$ cat src/rtl/aes_afu_pkg.sv
// Shared types and register map for the AES-CTR AFU CSR read/write paths.
// Latency: n/a (declarations only).
// Backpressure: n/a.
package aes_afu_pkg;

    localparam int MMIO_TID_W = 9;
    typedef logic [MMIO_TID_W-1:0] t_mmio_tid;

    // Only these two encodings are legal on the MMIO length field
    typedef enum logic [1:0] {
        LEN_4B = 2'd0,
        LEN_8B = 2'd1
    } t_mmio_len;

    // CSR index within the app window (dword offset / 2)
    typedef logic [7:0] t_csr_idx;

    localparam t_csr_idx CSR_STATUS      = 8'd0;
    localparam t_csr_idx CSR_SRC_ADDR    = 8'd1;
    localparam t_csr_idx CSR_DEST_ADDR   = 8'd2;
    localparam t_csr_idx CSR_DATA_LENGTH = 8'd3;
    localparam t_csr_idx CSR_IV_0        = 8'd4;
    localparam t_csr_idx CSR_IV_1        = 8'd5;
    localparam t_csr_idx CSR_KEY_0       = 8'd6;
    localparam t_csr_idx CSR_KEY_3       = 8'd9;
    localparam t_csr_idx CSR_CYC_CNT     = 8'd10;
    localparam t_csr_idx CSR_RD_LINES    = 8'd11;
    localparam t_csr_idx CSR_WR_LINES    = 8'd12;
    localparam t_csr_idx CSR_RUNS_DONE   = 8'd13;

    // Status register bit positions
    localparam int STAT_IDLE_BIT    = 0;
    localparam int STAT_ILLEGAL_BIT = 1;

    function automatic logic len_is_legal(input logic [1:0] len);
        return (len == LEN_4B) || (len == LEN_8B);
    endfunction

endpackage

$ cat src/rtl/aes_perf_counter.sv
// 64-bit wrapping event counter; clear wins over increment.
// Latency: new value visible the cycle after clr/inc.
// Backpressure: none, counts every qualifying cycle.
module aes_perf_counter (
    input  logic        clk,
    input  logic        reset,
    input  logic        clr,
    input  logic        inc,
    output logic [63:0] cnt
);

    // Clear has priority over increment; wraps naturally at 2^64
    always_ff @(posedge clk) begin
        if (reset) begin
            cnt <= '0;
        end else if (clr) begin
            cnt <= '0;
        end else if (inc) begin
            cnt <= cnt + 64'd1;
        end
    end

endmodule

$ cat src/rtl/aes_csr_rd_responder.sv
// MMIO read responder: config readback, run status and per-run perf counters.
// Latency: fixed 2 cycles from mmio_rd_valid to rsp_valid, one request per cycle.
// Backpressure: none; every request is answered in order, in-flight reads dropped on reset.
module aes_csr_rd_responder
    import aes_afu_pkg::*;
#(
    parameter logic [15:0] CSR_BASE_DW = 16'h0020,
    parameter int          NUM_RD_CSRS = 12,
    parameter int          TID_W       = 9
) (
    input  logic             clk,
    input  logic             reset,
    input  logic             mmio_rd_valid,
    input  logic [15:0]      mmio_rd_addr,
    input  logic [1:0]       mmio_rd_len,
    input  logic [TID_W-1:0] mmio_rd_tid,
    output logic             rsp_valid,
    output logic [TID_W-1:0] rsp_tid,
    output logic [63:0]      rsp_data,
    input  logic [63:0]      cfg_src_addr,
    input  logic [63:0]      cfg_dest_addr,
    input  logic [63:0]      cfg_data_length,
    input  logic [63:0]      cfg_iv_0,
    input  logic [63:0]      cfg_iv_1,
    input  logic             run_pulse,
    input  logic             afu_busy,
    input  logic             afu_done_pulse,
    input  logic             rd_line_evt,
    input  logic             wr_line_evt
);

    // Window spans two dwords per CSR; ext counters only exist in larger builds
    localparam logic [15:0] WIN_DW  = 16'(2 * NUM_RD_CSRS);
    localparam bit          MAP_EXT = (NUM_RD_CSRS >= 14);

    logic [63:0] cyc_cnt, rd_lines, wr_lines, runs_done;

    aes_perf_counter u_cyc_cnt   (.clk(clk), .reset(reset), .clr(run_pulse), .inc(afu_busy),       .cnt(cyc_cnt));
    aes_perf_counter u_rd_lines  (.clk(clk), .reset(reset), .clr(run_pulse), .inc(rd_line_evt),    .cnt(rd_lines));
    aes_perf_counter u_wr_lines  (.clk(clk), .reset(reset), .clr(run_pulse), .inc(wr_line_evt),    .cnt(wr_lines));
    aes_perf_counter u_runs_done (.clk(clk), .reset(reset), .clr(1'b0),      .inc(afu_done_pulse), .cnt(runs_done));

    logic             ill_flag;
    logic [15:0]      rd_off;
    logic             in_win;
    t_csr_idx         rd_idx;
    logic [63:0]      status_val;
    logic [63:0]      sel_val;

    logic             s1_vld;
    logic [TID_W-1:0] s1_tid;
    logic [1:0]       s1_len;
    logic             s1_odd;
    logic [63:0]      s1_val;
    logic [63:0]      fmt_data;

    assign rd_off = mmio_rd_addr - CSR_BASE_DW;
    assign in_win = (mmio_rd_addr >= CSR_BASE_DW) && (rd_off < WIN_DW);
    assign rd_idx = rd_off[8:1];

    // Status word built from live busy and the sticky illegal-length flag
    always_comb begin
        status_val                   = '0;
        status_val[STAT_IDLE_BIT]    = !afu_busy;
        status_val[STAT_ILLEGAL_BIT] = ill_flag;
    end

    // Select the addressed CSR from current-cycle state (pre-update snapshot)
    always_comb begin
        sel_val = '0;
        if (in_win) begin
            case (rd_idx)
                CSR_STATUS:      sel_val = status_val;
                CSR_SRC_ADDR:    sel_val = cfg_src_addr;
                CSR_DEST_ADDR:   sel_val = cfg_dest_addr;
                CSR_DATA_LENGTH: sel_val = cfg_data_length;
                CSR_IV_0:        sel_val = cfg_iv_0;
                CSR_IV_1:        sel_val = cfg_iv_1;
                CSR_CYC_CNT:     sel_val = cyc_cnt;
                CSR_RD_LINES:    sel_val = rd_lines;
                CSR_WR_LINES:    sel_val = MAP_EXT ? wr_lines  : 64'd0;
                CSR_RUNS_DONE:   sel_val = MAP_EXT ? runs_done : 64'd0;
                // Key slots are write-only and read back as zero
                default:         sel_val = '0;
            endcase
        end
    end

    // Stage 1: capture request fields and the value snapshot; latch illegal lengths
    always_ff @(posedge clk) begin
        if (reset) begin
            s1_vld   <= 1'b0;
            s1_tid   <= '0;
            s1_len   <= '0;
            s1_odd   <= 1'b0;
            s1_val   <= '0;
            ill_flag <= 1'b0;
        end else begin
            s1_vld <= mmio_rd_valid;
            if (mmio_rd_valid) begin
                s1_tid <= mmio_rd_tid;
                s1_len <= mmio_rd_len;
                s1_odd <= rd_off[0];
                s1_val <= sel_val;
                if (!len_is_legal(mmio_rd_len)) begin
                    ill_flag <= 1'b1;
                end
            end
        end
    end

    // Shape the snapshot to the requested width; odd 8 B reads use the even dword below
    always_comb begin
        fmt_data = '0;
        if (s1_len == LEN_8B) begin
            fmt_data = s1_val;
        end else if (s1_len == LEN_4B) begin
            fmt_data = s1_odd ? {32'h0, s1_val[63:32]} : {32'h0, s1_val[31:0]};
        end
    end

    // Stage 2: drive the response; tid/data hold when no response is issued
    always_ff @(posedge clk) begin
        if (reset) begin
            rsp_valid <= 1'b0;
            rsp_tid   <= '0;
            rsp_data  <= '0;
        end else begin
            rsp_valid <= s1_vld;
            if (s1_vld) begin
                rsp_tid  <= s1_tid;
                rsp_data <= fmt_data;
            end
        end
    end

endmodule
$ cat config.mk
export PLATFORM = sky130hd
export DESIGN_NAME = aes_csr_rd_responder
export DESIGN_NICKNAME = d
export VERILOG_FILES = /design/src/rtl/aes_afu_pkg.sv /design/src/rtl/aes_perf_counter.sv /design/src/rtl/aes_csr_rd_responder.sv
export SDC_FILE = /design/constraint.sdc
export NUM_CORES = 1
export LEC_CHECK = 0
export CELL_PAD_IN_SITES_DETAIL_PLACEMENT = 0
export CELL_PAD_IN_SITES_GLOBAL_PLACEMENT = 2
export CORE_ASPECT_RATIO = 1.4
export CORE_MARGIN = 10
export CORE_UTILIZATION = 29
export CTS_CLUSTER_DIAMETER = 100
export DETAILED_ROUTE_END_ITERATION = 10
export PLACE_DENSITY_LB_ADDON = 0.1
export SETUP_SLACK_MARGIN = 0.3
export SYNTH_ARGS = -nofsm -noshare
export SYNTH_HDL_FRONTEND = slang
export SYNTH_SLANG_ARGS = --single-unit
$ cat constraint.sdc
create_clock -name clk -period 2.8 [get_ports clk]
set_input_delay 0.42 -clock clk [delete_from_list [all_inputs] [get_ports clk]]
set_output_delay 0.42 -clock clk [all_outputs]
set_load 0.03 [all_outputs]
# == Word level (Yosys, flattened, before mapping) ==
# Index checks and enable logic that the tools add are counted.
# classes
bitwise,1
muxes,5
add_sub_neg,3
n_reduce_logical,8
eq_ne,9
order_cmp,2
# ops
op,count
64-bit case mux with 8 select lines,1
64-bit by 1-bit adder with 64-bit output (second input constant),2
64-bit two-way mux,2
32-bit two-way mux,2
8-bit by 2-bit equality test with 1-bit output (second input constant),2
8-bit by 3-bit equality test with 1-bit output (second input constant),2
8-bit by 4-bit equality test with 1-bit output (second input constant),2
16-bit by 6-bit >= comparator with 1-bit output (second input constant),1
16-bit by 5-bit < comparator with 1-bit output (second input constant),1
16-bit by 6-bit subtractor with 16-bit output (second input constant),1
8-bit by 1-bit equality test with 1-bit output (second input constant),1
8-bit logical NOT,1
2-bit by 1-bit equality test with 1-bit output (second input constant),2
2-bit logical NOT,2
2-bit AND reduction,1
2-bit OR reduction,1
1-bit logical AND,1
1-bit logical NOT,1
1-bit logical OR,1
1-bit NOT,1
# word_totals
regBits,280
word_cells,39
output_inout_bits,74

# == Depth between registers and ports, before layout ==
# depth
depth_word,4
mapped_depth,9

# == By module ==
# Synthesis repeated with hierarchy kept, for this count alone.
# hier_totals
hier_cells,1731
area_unflattened_um2,15045.7
# by_module_without_submodules
mod,cells_each,seq_area_each_um2,area_per_inst_um2,instances
aes_csr_rd_responder,981,3042.9,8767.2,1
aes_perf_counter,375,1281.2,3139.3,2

# == Least setup slack after synthesis ==
# OpenSTA, ideal clock, no wires.
# synth_path
kind,input -> register
start,input mmio_rd_addr[6]
end,register s1_val[61]
t_required_ns,2.721
setup_ns,0.079
t_arrival_ns,2.098
path_stages,8
path_slack_ns,0.622
cell_sequence,inv_1 ha_1 clkbuf_1 nand4_1 a21oi_1 clkbuf_1 a22oi_1 a22oi_1
# synth_between
elab_chain_cells,4
word_cells_on_any_way,14
classes_between,1 x add/sub; 2 x order compare; 7 x eq/ne; 2 x mux; 2 x reduce/logical
# synth_lines
item,line_no,source
from (decl),aes_csr_rd_responder.sv:14,"input logic [15:0] mmio_rd_addr,"
16-bit by 6-bit subtractor with 16-bit output,aes_csr_rd_responder.sv:57,assign rd_off = mmio_rd_addr - CSR_BASE_DW;
"16-bit by 5-bit < comparator with 1-bit output, or another cell as far along",aes_csr_rd_responder.sv:58,assign in_win = (mmio_rd_addr >= CSR_BASE_DW) && (rd_off < WIN_DW);
1-bit logical AND or 64-bit case mux with 8 select lines (tied branches),"aes_csr_rd_responder.sv:58, aes_csr_rd_responder.sv:72",
64-bit two-way mux *,aes_csr_rd_responder.sv:71,if (in_win) begin
to (signal assigned),aes_csr_rd_responder.sv:104,s1_val <= sel_val;
to (decl),aes_csr_rd_responder.sv:54,logic [63:0] s1_val;
# Mark *: on every way between the ends. The rest lies on a longest branch, timed or not.
# A chain may end at the register's enable or synchronous reset.

# == Worst setup path in the final report ==
# layout_path
start,register u_cyc_cnt.cnt[0]
end,register u_cyc_cnt.cnt[58]
# layout_between
elab_chain_cells,1
# layout_lines
item,line_no,source
from (decl),aes_perf_counter.sv:9,output logic [63:0] cnt
from (signal assigned),aes_perf_counter.sv:19,cnt <= cnt + 64'd1;
64-bit by 1-bit adder with 64-bit output,aes_perf_counter.sv:19,
# No other way between the ends.

==> results.md <==
- Mapped Cells: 2000
- Internal cell power: 7.606 mW
- Final Core Density: 0.4171
- Critical Path RT: about 3300 ps
- Async SR Flop Fraction: 0
- Clock share of power: 0.460
- Final nets: around 2800
- Period minus WS final: between 2000 and 2500 ps
- First-pass GRT wire length: around 120 mm
- Register area: between 0.005 and 0.006 sq mm
- Most frequent cells in the layout: 424 x clkdlybuf4s50_1, 279 x dfxtp_1, 260 x a22oi_1
- Later-pin clock latency in the skew report: about 560 ps
- Worst-path fanout max: 5
- CTS Buf Count: 35
- DIE WIDTH: 222.3 um
- Area of the multi-input gates: a little over 0.01 sq mm
- GPL Wtd Cong: approximately 0.86
- CTS tree: yes
- Power share of the combinational group: 0.141
- TNS Setup: 0 ps
- Number of cell rows: 103
- Vias per Instance: around 5.5
- Core Region: approximately 0.057 sq mm
- Seq/Total Area, Yosys: 0.3374
- Wirelength per Cell: between 20 and 30 um
- Fmax: roughly 0.42 GHz
- Synth Flop Type: dfxtp_1
- Crit start category: flop
- CP endpoint kind: flop
- Syn nets: approximately 2400
- Post_cts resized: 0
- Layout cells sized above 1: 0.1571
- Max transition margin: 0.4139
- Postcts setup bufs: 0
- Port Buffer Count: between 400 and 500
- Crit Path Class: reg2reg
- DRT iter0 DRCs: about 1300
- I/O pins: between 400 and 500
- H-tree lvl count: 2
- Crit-path slowest cell: or3_1
- Worst slew pin tran: slightly below 900 ps
- Clock net sink count: 280
- Post-Syn Area: roughly 0.017 sq mm
- Yosys reg bits: 280
- GRT Total Usage: 0.2341
- Final period util: 0.8498
- Area Growth Syn to Fin: 42.04%
- Ys Warns: 0
- Via count: 17550
- Status: finished, final reports clean
- Vias in the first global route: about 17000
- Max_cap viols: 0
- Largest net degree at the start of global routing: 107
- PwrDens: 430.7 mW/mm^2
- Detail Route Antenna Nets: 0
- Worst Path Arrival: approximately 2900 ps
- Unique cell type count in the Yosys netlist: between 50 and 60
- Filler Cell Count: roughly 5800
- Sequential share of power: 0.399
- Die height: 303.2 um
- CTS Root Cell: clkbuf_16
- Post-synth EDFFs: 0
- Setup violators final: 0
- WL final: 83.35 mm
- Die area: around 0.067 sq mm
- Drt drc: 0
- DR pass1 iterations: 7
- Mean post-synth cell area: 8.307 sq um
- Non-filler cells, final: ~3200
- Worst min-delay path class: in2reg
- Clk_skew: approximately 22 ps
- Hpwl dp: ~65 mm
- Psw: 2.559 mW
- RSZ-0062 raised after global routing: false
- Placed insts: 3123
- Number of hold buffers added after CTS: 0
- Switching Fraction: 0.2518
- Crit-path cells: ha_1 > nand3_1 > nor4_4 > buf_4 > nand4_1 > or3_1 > a21oi_1
- Max VDD drop: 0.3647 mV
- Clk buf depth: 3
- Initial Utilization: 0.2937
- Commonest non-fill, non-tap cell in the layout: clkdlybuf4s50_1
- WHS: 219.5 ps
- Max-slew violation count: 0
- Initial antenna violation count: 13
- Fin. Hold Viols: 0
- Slowest stage delay, CP: roughly 450 ps
- Clk slew on worst S/H paths: about 60 ps
- LEAKAGE: about 7.5 nW
- Gr ovfl total: 0
- Final total power: roughly 10 mW
cell families after synthesis:
group,after synthesis,share of synthesized area
DFF,280,0.3374
and+or+nand+nor,648,0.1996
adders and majority gates,4,0.003012
buffers and inverters,184,0.04338
muxes,205,0.1375
xor gates and xnor gates,60,0.03163
AOI/OAI and AO/OA,619,0.2475
Yosys cell counts, types with 3 or more instances:
cell type	instances	area, sq um
xor2_1	47	411.6
mux2i_1	28	280.3
ha_1	4	50.05
nand4_2	3	37.54
buf_1	26	97.59
a22oi_1	260	1952
inv_1	24	90.09
xnor2_1	13	113.9
nand2_1	128	480.5
nor3b_1	3	22.52
nand4_1	69	431.7
a21oi_1	111	555.5
nor3_1	14	70.07
o21a_1	3	22.52
nand3_1	52	260.3
or3_1	34	212.7
o21ai_0	110	550.5
o31a_1	4	35.03
nor4_1	12	75.07
and3_1	13	81.33
mux2_2	176	1982
or4_1	27	202.7
dfxtp_1	280	5605
nor2b_1	37	231.5
o31ai_1	27	202.7
buf_2	24	120.1
a211oi_1	91	683.2
nor4_4	4	85.08
nor2_1	222	833.3
and2_1	5	31.28
clkbuf_1	110	412.9
path summary, 6_finish.rpt:
kind                                  startpoint                end  slack, ps  depth (start not counted)
worst max-delay path            u_cyc_cnt.cnt[0]  u_cyc_cnt.cnt[58]        420                          7
worst min-delay path                       reset             s1_vld        220                          2
worst max register to register  u_cyc_cnt.cnt[0]  u_cyc_cnt.cnt[58]        420                          7
worst min register to register         s1_val[0]          s1_val[0]        460                          2
worst max-delay path: cells and delay by family (launching register included):
kind                     cells  cell delay (ps)
flip-flops                   1              390
AO/OA/AOI/OAI                1              140
adder cells (fa/ha/maj)      1              200
buffers and inverters        1              180
AND/OR/NAND/NOR              4             1390
routing by layer:
| layer | wire length, um | share of wire | GRT usage | up-vias |
|---|---|---|---|---|
| met5 | 39 | 0.00047 | 0 | - |
| met4 | 3591 | 0.043 | 0.1162 | 6 |
| met3 | 4696 | 0.056 | 0.04455 | 101 |
| met2 | 40250 | 0.48 | 0.3880 | 579 |
| met1 | 34780 | 0.42 | 0.2863 | 8454 |
| li1 | - | - | - | 8410 |
power groups by stage:
| stage | sequential [mW] | combinational, mW | clock (mW) |
|---|---|---|---|
| global placement | 4.14 | 1.42 | 0 |
| finish | 4.06 | 1.43 | 4.68 |
| floorplan | 4.20 | 0.499 | 0 |
| detailed placement | 4.15 | 1.42 | 0 |
| CTS | 4.06 | 1.43 | 4.80 |
| global route | 4.06 | 1.51 | 4.93 |
stage by stage:
step           worst slack [ps]  area, sq um
2_1_floorplan             622.5        16610
3_3_place_gp              21.91        22410
3_5_place_dp              32.33        22410
4_1_cts                   353.3        23570
5_1_grt                   321.4        23600
6_report                  420.5        23600
registers in the layout (all words and copies together) (netlist names):
name            cells
ill_flag            1
rsp_data           64
rsp_tid             9
rsp_valid           1
s1_len              2
s1_odd              1
s1_tid              9
s1_val             64
s1_vld              1
u_cyc_cnt.cnt      64
u_rd_lines.cnt     64
layout make-up:
cell class	instances	share of cell area
multi-input cells	1536	0.4391
flip-flops and latches	280	0.2377
repair buffers	548	0.2302
clock buffers	59	0.04740
well taps	735	0.03897
inverters	24	0.003817
clock inverters	3	0.001697
diodes	11	0.001166
Power figures use the tool's default switching activity.
